==> src/rtl/uart_lb_sequencer_pkg.sv <==
// Shared definitions for the UART local-bus sequencer: FSM state encoding,
// UART register addresses, status bit positions and a saturating increment.
package uart_lb_sequencer_pkg;

    typedef enum logic [2:0] {
        S_IDLE = 3'd0,
        S_STAT = 3'd1,
        S_DEC  = 3'd2,
        S_RD   = 3'd3,
        S_WR   = 3'd4
    } lb_state_t;

    localparam logic UART_ADR_STAT = 1'b1;
    localparam logic UART_ADR_DATA = 1'b0;

    localparam int ST_TXRDY = 0;
    localparam int ST_RXRDY = 1;

    // 8-bit increment that sticks at 255.
    function automatic logic [7:0] sat_inc8(input logic [7:0] v);
        return (v == 8'hFF) ? v : v + 8'd1;
    endfunction

endpackage

==> src/rtl/uart_lb_sequencer_fifo.sv <==
// uart_lb_fifo: synchronous first-word-fall-through FIFO.
// Push on full and pop on empty are dropped; push and pop in the same cycle
// are otherwise both honoured. DEPTH must be a power of 2 (>= 2) so the
// pointers wrap naturally.
module uart_lb_fifo
    import uart_lb_sequencer_pkg::*;
#(
    parameter int WIDTH = 8,
    parameter int DEPTH = 16
) (
    input  logic             clk,
    input  logic             reset,
    input  logic             i_push,
    input  logic [WIDTH-1:0] i_din,
    input  logic             i_pop,
    output logic [WIDTH-1:0] o_dout,
    output logic             o_full,
    output logic             o_empty
);

    localparam int AW = $clog2(DEPTH);
    localparam int CW = AW + 1;
    localparam logic [CW-1:0] FULL_CNT = CW'(DEPTH);

    logic [WIDTH-1:0] r_mem [DEPTH];
    logic [AW-1:0]    r_wptr;
    logic [AW-1:0]    r_rptr;
    logic [CW-1:0]    r_count;
    logic             w_push;
    logic             w_pop;

    assign o_full  = (r_count == FULL_CNT);
    assign o_empty = (r_count == '0);
    assign w_push  = i_push & ~o_full;
    assign w_pop   = i_pop & ~o_empty;
    assign o_dout  = r_mem[r_rptr];

    // Pointer and occupancy bookkeeping.
    always_ff @(posedge clk) begin
        if (!reset) begin
            r_wptr  <= '0;
            r_rptr  <= '0;
            r_count <= '0;
        end else begin
            if (w_push) r_wptr <= r_wptr + AW'(1);
            if (w_pop)  r_rptr <= r_rptr + AW'(1);
            case ({w_push, w_pop})
                2'b10:   r_count <= r_count + CW'(1);
                2'b01:   r_count <= r_count - CW'(1);
                default: r_count <= r_count;
            endcase
        end
    end

    // Storage array; contents after reset are don't-care since the pointers define validity.
    always_ff @(posedge clk) begin
        if (w_push) r_mem[r_wptr] <= i_din;
    end

endmodule

==> src/rtl/uart_lb_sequencer.sv <==
// uart_lb_sequencer: autonomous master for the UART local bus. Polls the
// UART status register, drains received bytes into an RX FIFO and feeds
// bytes from a TX FIFO to the UART, so the host side sees only FIFO
// handshakes.
// Optional feature: define UART_OVR_CNT_EN to count polls that found RXRDY
// set while the RX FIFO was full (ovr_cnt, saturating). Otherwise ovr_cnt=0.
//
// state | meaning
// IDLE  | wait POLL_DIV cycles between status polls
// STAT  | status read cycle (cs/oe, adrs=status), capture into st_q
// DEC   | pick RD, WR or back to IDLE; rr breaks ties
// RD    | data read cycle, byte pushed into RX FIFO, then re-poll
// WR    | data write cycle from TX FIFO head, TX FIFO popped, then re-poll
module uart_lb_sequencer
    import uart_lb_sequencer_pkg::*;
#(
    parameter int FIFO_DEPTH = 16,
    parameter int POLL_DIV   = 64
) (
    input  logic       clk,
    input  logic       reset,
    input  logic       tx_wr,
    input  logic [7:0] tx_din,
    output logic       tx_full,
    input  logic       rx_rd,
    output logic [7:0] rx_dout,
    output logic       rx_empty,
    output logic       u_cs,
    output logic       u_we,
    output logic       u_oe,
    output logic       u_adrs,
    output logic [7:0] u_wdata,
    input  logic [7:0] u_rdata,
    output logic [7:0] ovr_cnt
);

    localparam int PW = (POLL_DIV > 1) ? $clog2(POLL_DIV) : 1;
    localparam logic [PW-1:0] POLL_LAST = PW'(POLL_DIV - 1);

    lb_state_t     r_state;
    logic [PW-1:0] r_poll_cnt;
    logic          r_rr;
    logic [1:0]    r_st_q;
    logic          r_cs;
    logic          r_we;
    logic          r_oe;
    logic          r_adrs;
    logic [7:0]    r_wdata;

    logic [7:0]    w_tx_head;
    logic          w_tx_empty;
    logic          w_rx_full;
    logic          w_tx_pop;
    logic          w_rx_push;
    logic          w_rx_go;
    logic          w_tx_go;
    logic          w_rd_sel;
    logic          w_wr_sel;

    // The data cycle itself moves the byte: RD writes the bus data straight
    // into the RX FIFO on the edge that closes the read, WR pops the byte
    // whose value was latched into u_wdata on entry.
    assign w_rx_push = (r_state == S_RD);
    assign w_tx_pop  = (r_state == S_WR);

    uart_lb_fifo #(.WIDTH(8), .DEPTH(FIFO_DEPTH)) u_tx_fifo (
        .clk     (clk),
        .reset   (reset),
        .i_push  (tx_wr),
        .i_din   (tx_din),
        .i_pop   (w_tx_pop),
        .o_dout  (w_tx_head),
        .o_full  (tx_full),
        .o_empty (w_tx_empty)
    );

    uart_lb_fifo #(.WIDTH(8), .DEPTH(FIFO_DEPTH)) u_rx_fifo (
        .clk     (clk),
        .reset   (reset),
        .i_push  (w_rx_push),
        .i_din   (u_rdata),
        .i_pop   (rx_rd),
        .o_dout  (rx_dout),
        .o_full  (w_rx_full),
        .o_empty (rx_empty)
    );

    assign w_rx_go  = r_st_q[ST_RXRDY] & ~w_rx_full;
    assign w_tx_go  = r_st_q[ST_TXRDY] & ~w_tx_empty;
    assign w_rd_sel = w_rx_go & (~w_tx_go | ~r_rr);
    assign w_wr_sel = w_tx_go & (~w_rx_go |  r_rr);

    // Sequencer FSM; bus strobes are registered for the state being entered.
    always_ff @(posedge clk) begin
        if (!reset) begin
            r_state    <= S_IDLE;
            r_poll_cnt <= '0;
            r_rr       <= 1'b0;
            r_st_q     <= '0;
            r_cs       <= 1'b0;
            r_we       <= 1'b0;
            r_oe       <= 1'b0;
            r_adrs     <= UART_ADR_STAT;
            r_wdata    <= '0;
        end else begin
            r_cs   <= 1'b0;
            r_we   <= 1'b0;
            r_oe   <= 1'b0;
            r_adrs <= UART_ADR_STAT;
            case (r_state)
                S_IDLE: begin
                    if (r_poll_cnt == POLL_LAST) begin
                        r_poll_cnt <= '0;
                        r_state    <= S_STAT;
                        r_cs       <= 1'b1;
                        r_oe       <= 1'b1;
                    end else begin
                        r_poll_cnt <= r_poll_cnt + PW'(1);
                    end
                end
                S_STAT: begin
                    r_st_q  <= u_rdata[1:0];
                    r_state <= S_DEC;
                end
                S_DEC: begin
                    if (w_rd_sel) begin
                        r_state <= S_RD;
                        r_cs    <= 1'b1;
                        r_oe    <= 1'b1;
                        r_adrs  <= UART_ADR_DATA;
                    end else if (w_wr_sel) begin
                        r_state <= S_WR;
                        r_cs    <= 1'b1;
                        r_we    <= 1'b1;
                        r_adrs  <= UART_ADR_DATA;
                        r_wdata <= w_tx_head;
                    end else begin
                        r_state <= S_IDLE;
                    end
                end
                S_RD: begin
                    r_rr    <= 1'b1;
                    r_state <= S_STAT;
                    r_cs    <= 1'b1;
                    r_oe    <= 1'b1;
                end
                S_WR: begin
                    r_rr    <= 1'b0;
                    r_state <= S_STAT;
                    r_cs    <= 1'b1;
                    r_oe    <= 1'b1;
                end
                default: r_state <= S_IDLE;
            endcase
        end
    end

    assign u_cs    = r_cs;
    assign u_we    = r_we;
    assign u_oe    = r_oe;
    assign u_adrs  = r_adrs;
    assign u_wdata = r_wdata;

`ifdef UART_OVR_CNT_EN
    logic [7:0] r_ovr_cnt;

    // Count each decision that saw RXRDY but had no room in the RX FIFO.
    always_ff @(posedge clk) begin
        if (!reset) begin
            r_ovr_cnt <= '0;
        end else if ((r_state == S_DEC) && r_st_q[ST_RXRDY] && w_rx_full) begin
            r_ovr_cnt <= sat_inc8(r_ovr_cnt);
        end
    end

    assign ovr_cnt = r_ovr_cnt;
`else
    assign ovr_cnt = 8'd0;
`endif

endmodule

==> config.mk <==
export PLATFORM = sky130hd
export DESIGN_NAME = uart_lb_sequencer
export DESIGN_NICKNAME = d
export VERILOG_FILES = /design/src/rtl/uart_lb_sequencer_pkg.sv /design/src/rtl/uart_lb_sequencer_fifo.sv /design/src/rtl/uart_lb_sequencer.sv
export SDC_FILE = /design/constraint.sdc
export NUM_CORES = 1
export LEC_CHECK = 0
export BUFFER_PORTS_ARGS = -buffer_cell sky130_fd_sc_hd__buf_2
export CELL_PAD_IN_SITES_DETAIL_PLACEMENT = 1
export CELL_PAD_IN_SITES_GLOBAL_PLACEMENT = 1
export CORE_UTILIZATION = 35
export DETAILED_ROUTE_END_ITERATION = 16
export GPL_TIMING_DRIVEN = 1
export PLACE_DENSITY = 0.67
export SYNTH_ARGS = -nofsm -noshare
export SYNTH_HDL_FRONTEND = slang
export SYNTH_HIERARCHICAL = 1
export SYNTH_SLANG_ARGS = --single-unit
==> constraint.sdc <==
create_clock -name clk -period 2.94 [get_ports clk]
set_input_delay 0 -clock clk [delete_from_list [all_inputs] [get_ports clk]]
set_output_delay 0 -clock clk [all_outputs]
set_load 0.03 [all_outputs]
==> impl_metrics.toml <==
[floorplanning]
die_area_um2 = 37700
ioPinCount = 50
rows = 70
coreArea_um2 = 36400
dieWidth_um = 194
die_h_um = 194
start_util_pct = 35.5

[job]
maxCapViolations = 0

[placement]
gp_congestion = 0.707
io_buffers = 41
dp_slack_ps = 135
dp.final_hpwl_mm = 17.6

[finish]
n_antenna_cell = 0
drive_above_1_share_pct = 24.1
area_delta_synth_final_pct = 16.1
nNetsFinal = 912
utilization_pct = 41.2
fillerInstances = 3616

[timing]
finalSetupTns_ps = 0
fmax_mhz = 364
finalHoldViolations = 0
tightest_slew_ps = 854
finalSetupViolCount = 0
rsz0062_at_grt = "false"
fin_crit_sh_pct = 93.4
min_period_ps = 2750
fin_ws_ps = 194
skew_ps = 18.9
relSlewSlack_pct = 42.9
drv_slew = 0

[routing]
vias = 6973
drtIter0Drc = 298
drc = 0
ant_nets = 0
first_pass_iters = 4
drt-wirelength-per-cell_um = 20.0
drt_wl_total_mm = 27.4
via_per_inst = 5.09

[synthesis]
ys.flop_type = "edfxtp_1"
syn_inst = 788
ys_ff_latch = 314
postSynth.asyncResetShare_pct = 0
synth.top_cell.area_share_pct = 59.5
synthTopCellsByArea = "edfxtp_1, mux4_2, dfxtp_1"
yosysSeqAreaShare_pct = 68.5
synth_edf_count = 256
netlist.top_cell.by_area = "edfxtp_1"
synth_area_um2 = 12900
yosysWarnings = 6
yosys.cell_types.count = 55
syn_avg_cell_area_um2 = 16.4

[grt]
use_met2_pct = 24.6
grt.overflow.total = 0
met3_usage_pct = 2.59
top_usage_layer = "met2"
grt_pass1_wl_mm = 42.9
use_met1_pct = 19.6
grt_max_degree = 38
antenna_found_initial = 0
grt.total_usage_pct = 14.7
grt_pass1_vias = 7316

[pwr]
leakagePower_nw = 5.08
max-vdd-ir-drop_v = 0.000447
pwr_density_cell_nw_per_um2 = 689
power.total_mw = 10.3

[worst_setup_path]
crit_end = "u_rx_fifo/r_count[4]"
slowest_delay_ps = 580
r2r-end = "u_rx_fifo/r_count[4]"
crit_slowest_cell = "or4_4"
cp_top_family = "compound AO/OA/AOI/OAI gates"
required_ps = 3320
critPathArrivalTime_ps = 3130
path_max_fanout = 12
cp_common_cell = "ha_1"
cp_num_cells = 9
cp-start-kind = "flop"
path_class = "reg2reg"
critPathBufInv = 1
crit_start = "u_rx_fifo/r_count[2]"
rrSetupSlack_ps = 190
cp_cell_sequence = "or4_4 -> o21ai_4 -> inv_1 -> ha_1 -> xor2_1 -> ha_1 -> o31ai_2 -> o21a_1 -> nand4_1"
r2r_cells = 9
cp-end-kind = "flop"
r2r-start = "u_rx_fifo/r_count[2]"

[clocking]
root_buffer = "clkbuf_16"
cts_sinks = 314
clk_latency_ps = 510
clk_path_buf_depth = 3
clkTransAtPathRegs_ps = 60
cts_tree = "yes"
htree_levels = 2
cts_buffers = 35

[min_path]
worstHoldPathType = "in2reg"

[outcome]
status = "finished clean"
-- metrics by stage --
step	hold WS [ps]	cells	area [um^2]
floorplan	98.9	795	12900
global placement	393	1289	13700
detailed placement	416	1289	13700
CTS	23.9	1369	15000
global route	60.9	1369	15000
finish	34.1	1369	15000
-- routing by layer --
layer,up-vias,part of all wire [%],wire (um)
li1,3230,-,-
met1,3576,45,12300
met2,123,49,13400
met3,44,4.2,1140
met4,0,2.0,536
met5,-,0,0
-- flip-flops by register name, indices dropped and copies added, names as in the netlist, named ones only --
register,cells
u_rx_fifo/r_count,5
u_tx_fifo/r_count,5
u_rx_fifo/r_rptr,4
u_tx_fifo/r_mem,128
u_oe,1
u_we,1
u_wdata,8
r_poll_cnt,6
u_cs,1
u_tx_fifo/r_wptr,4
u_rx_fifo/r_mem,128
r_st_q,2
r_rr,1
r_state,3
u_tx_fifo/r_rptr,4
u_adrs,1
u_rx_fifo/r_wptr,4
-- cell families (layout without fill, tap and decap cells) --
kind of cell | count (synthesis) | after routing | synth area share, %
AO/OA/AOI/OAI | 98 | 98 | 5.64
XOR/XNOR | 14 | 14 | 0.949
adder cells (fa/ha/maj) | 17 | 17 | 1.65
buffers and inverters | 69 | 175 | 3.16
flip-flops | 314 | 314 | 68.5
multiplexers | 72 | 72 | 11.8
other | 1 | 8 | 0.0290
AND/OR/NAND/NOR | 203 | 203 | 8.33
-- final cells by class --
class,instances,area [um^2],area share (%)
tap,468,586,3.90
timing repair buffer,101,723,4.82
inverter,11,41.3,0.275
clock buffer,44,952,6.34
multi-input combinational,412,3700,24.7
sequential,314,8850,59.0
clock inverter,19,155,1.03
-- worst register-to-register path: stages (launching register included) --
cell and delay, ps:
dfxtp_1 410, or4_4 590, o21ai_4 230, inv_1 70
ha_1 320, xor2_1 200, ha_1 240, o31ai_2 310
o21a_1 160, nand4_1 90
-- report_power, final --
part,leakage (nW),internal [mW],total (mW),switching [mW]
Sequential,2.78,4.87,4.97,0.102
Combinational,1.76,0.516,1.16,0.647
Clock,0.538,2.48,4.20,1.72
Total,5.08,7.87,10.3,2.47
-- worst min-delay path by stage --
stage / depth (start not counted) / endpoint / slack (ps) / from
after detailed placement: 1 / u_tx_fifo/r_mem[6][7] / 420 / tx_din[7]
after global routing: 4 / u_tx_fifo/r_wptr[2] / 60 / tx_wr
after floorplan: 0 / u_rx_fifo/r_mem[0][0] / 100 / u_rdata[0]
after global placement: 1 / u_tx_fifo/r_mem[6][7] / 390 / tx_din[7]
after CTS: 4 / u_tx_fifo/r_wptr[2] / 20 / tx_wr
final: 4 / u_tx_fifo/r_wptr[2] / 30 / tx_wr
-- cell usage in the layout, fill, tap and decap left out, drive strengths merged, types with 5 or more instances in the layout --
| cell type | count |
|---|---|
| a22oi | 32 |
| mux2i | 8 |
| nor2b | 21 |
| xnor2 | 10 |
| clkbuf | 44 |
| mux4 | 64 |
| a21oi | 12 |
| inv | 11 |
| buf | 84 |
| nand3b | 5 |
| nand4 | 7 |
| nand2 | 47 |
| o21a | 12 |
| and2 | 16 |
| clkinv | 15 |
| o21ai | 16 |
| nand3 | 22 |
| dfxtp | 58 |
| dlygate4sd3 | 17 |
| ha | 17 |
| edfxtp | 256 |
| nand2b | 7 |
| nor3 | 12 |
| nor2 | 42 |
| conb | 8 |
| or3 | 5 |
-- Yosys cell counts (9+ instances only) --
library cell  instances
ha_1                 17
a21oi_1              12
o21ai_0              14
dfxtp_1              58
nor3_1               11
and2_1               16
nor2b_1              21
xnor2_1              10
o21a_1               12
buf_6                 9
buf_2                 9
nor2_1               42
nand3_1              22
nand2_1              47
clkbuf_1             22
a22oi_1              32
edfxtp_1            256
mux4_2               64
-- repair_timing --
item / in CTS / in global routing
setup buffers: 0 / 0
hold endpoints to repair: 265 / 0
resized for setup: 0 / 3
hold buffers: 17 / 0
endpoints found under the setup margin: 0 / 2
No activity file was read; power rests on OpenSTA's default activity.
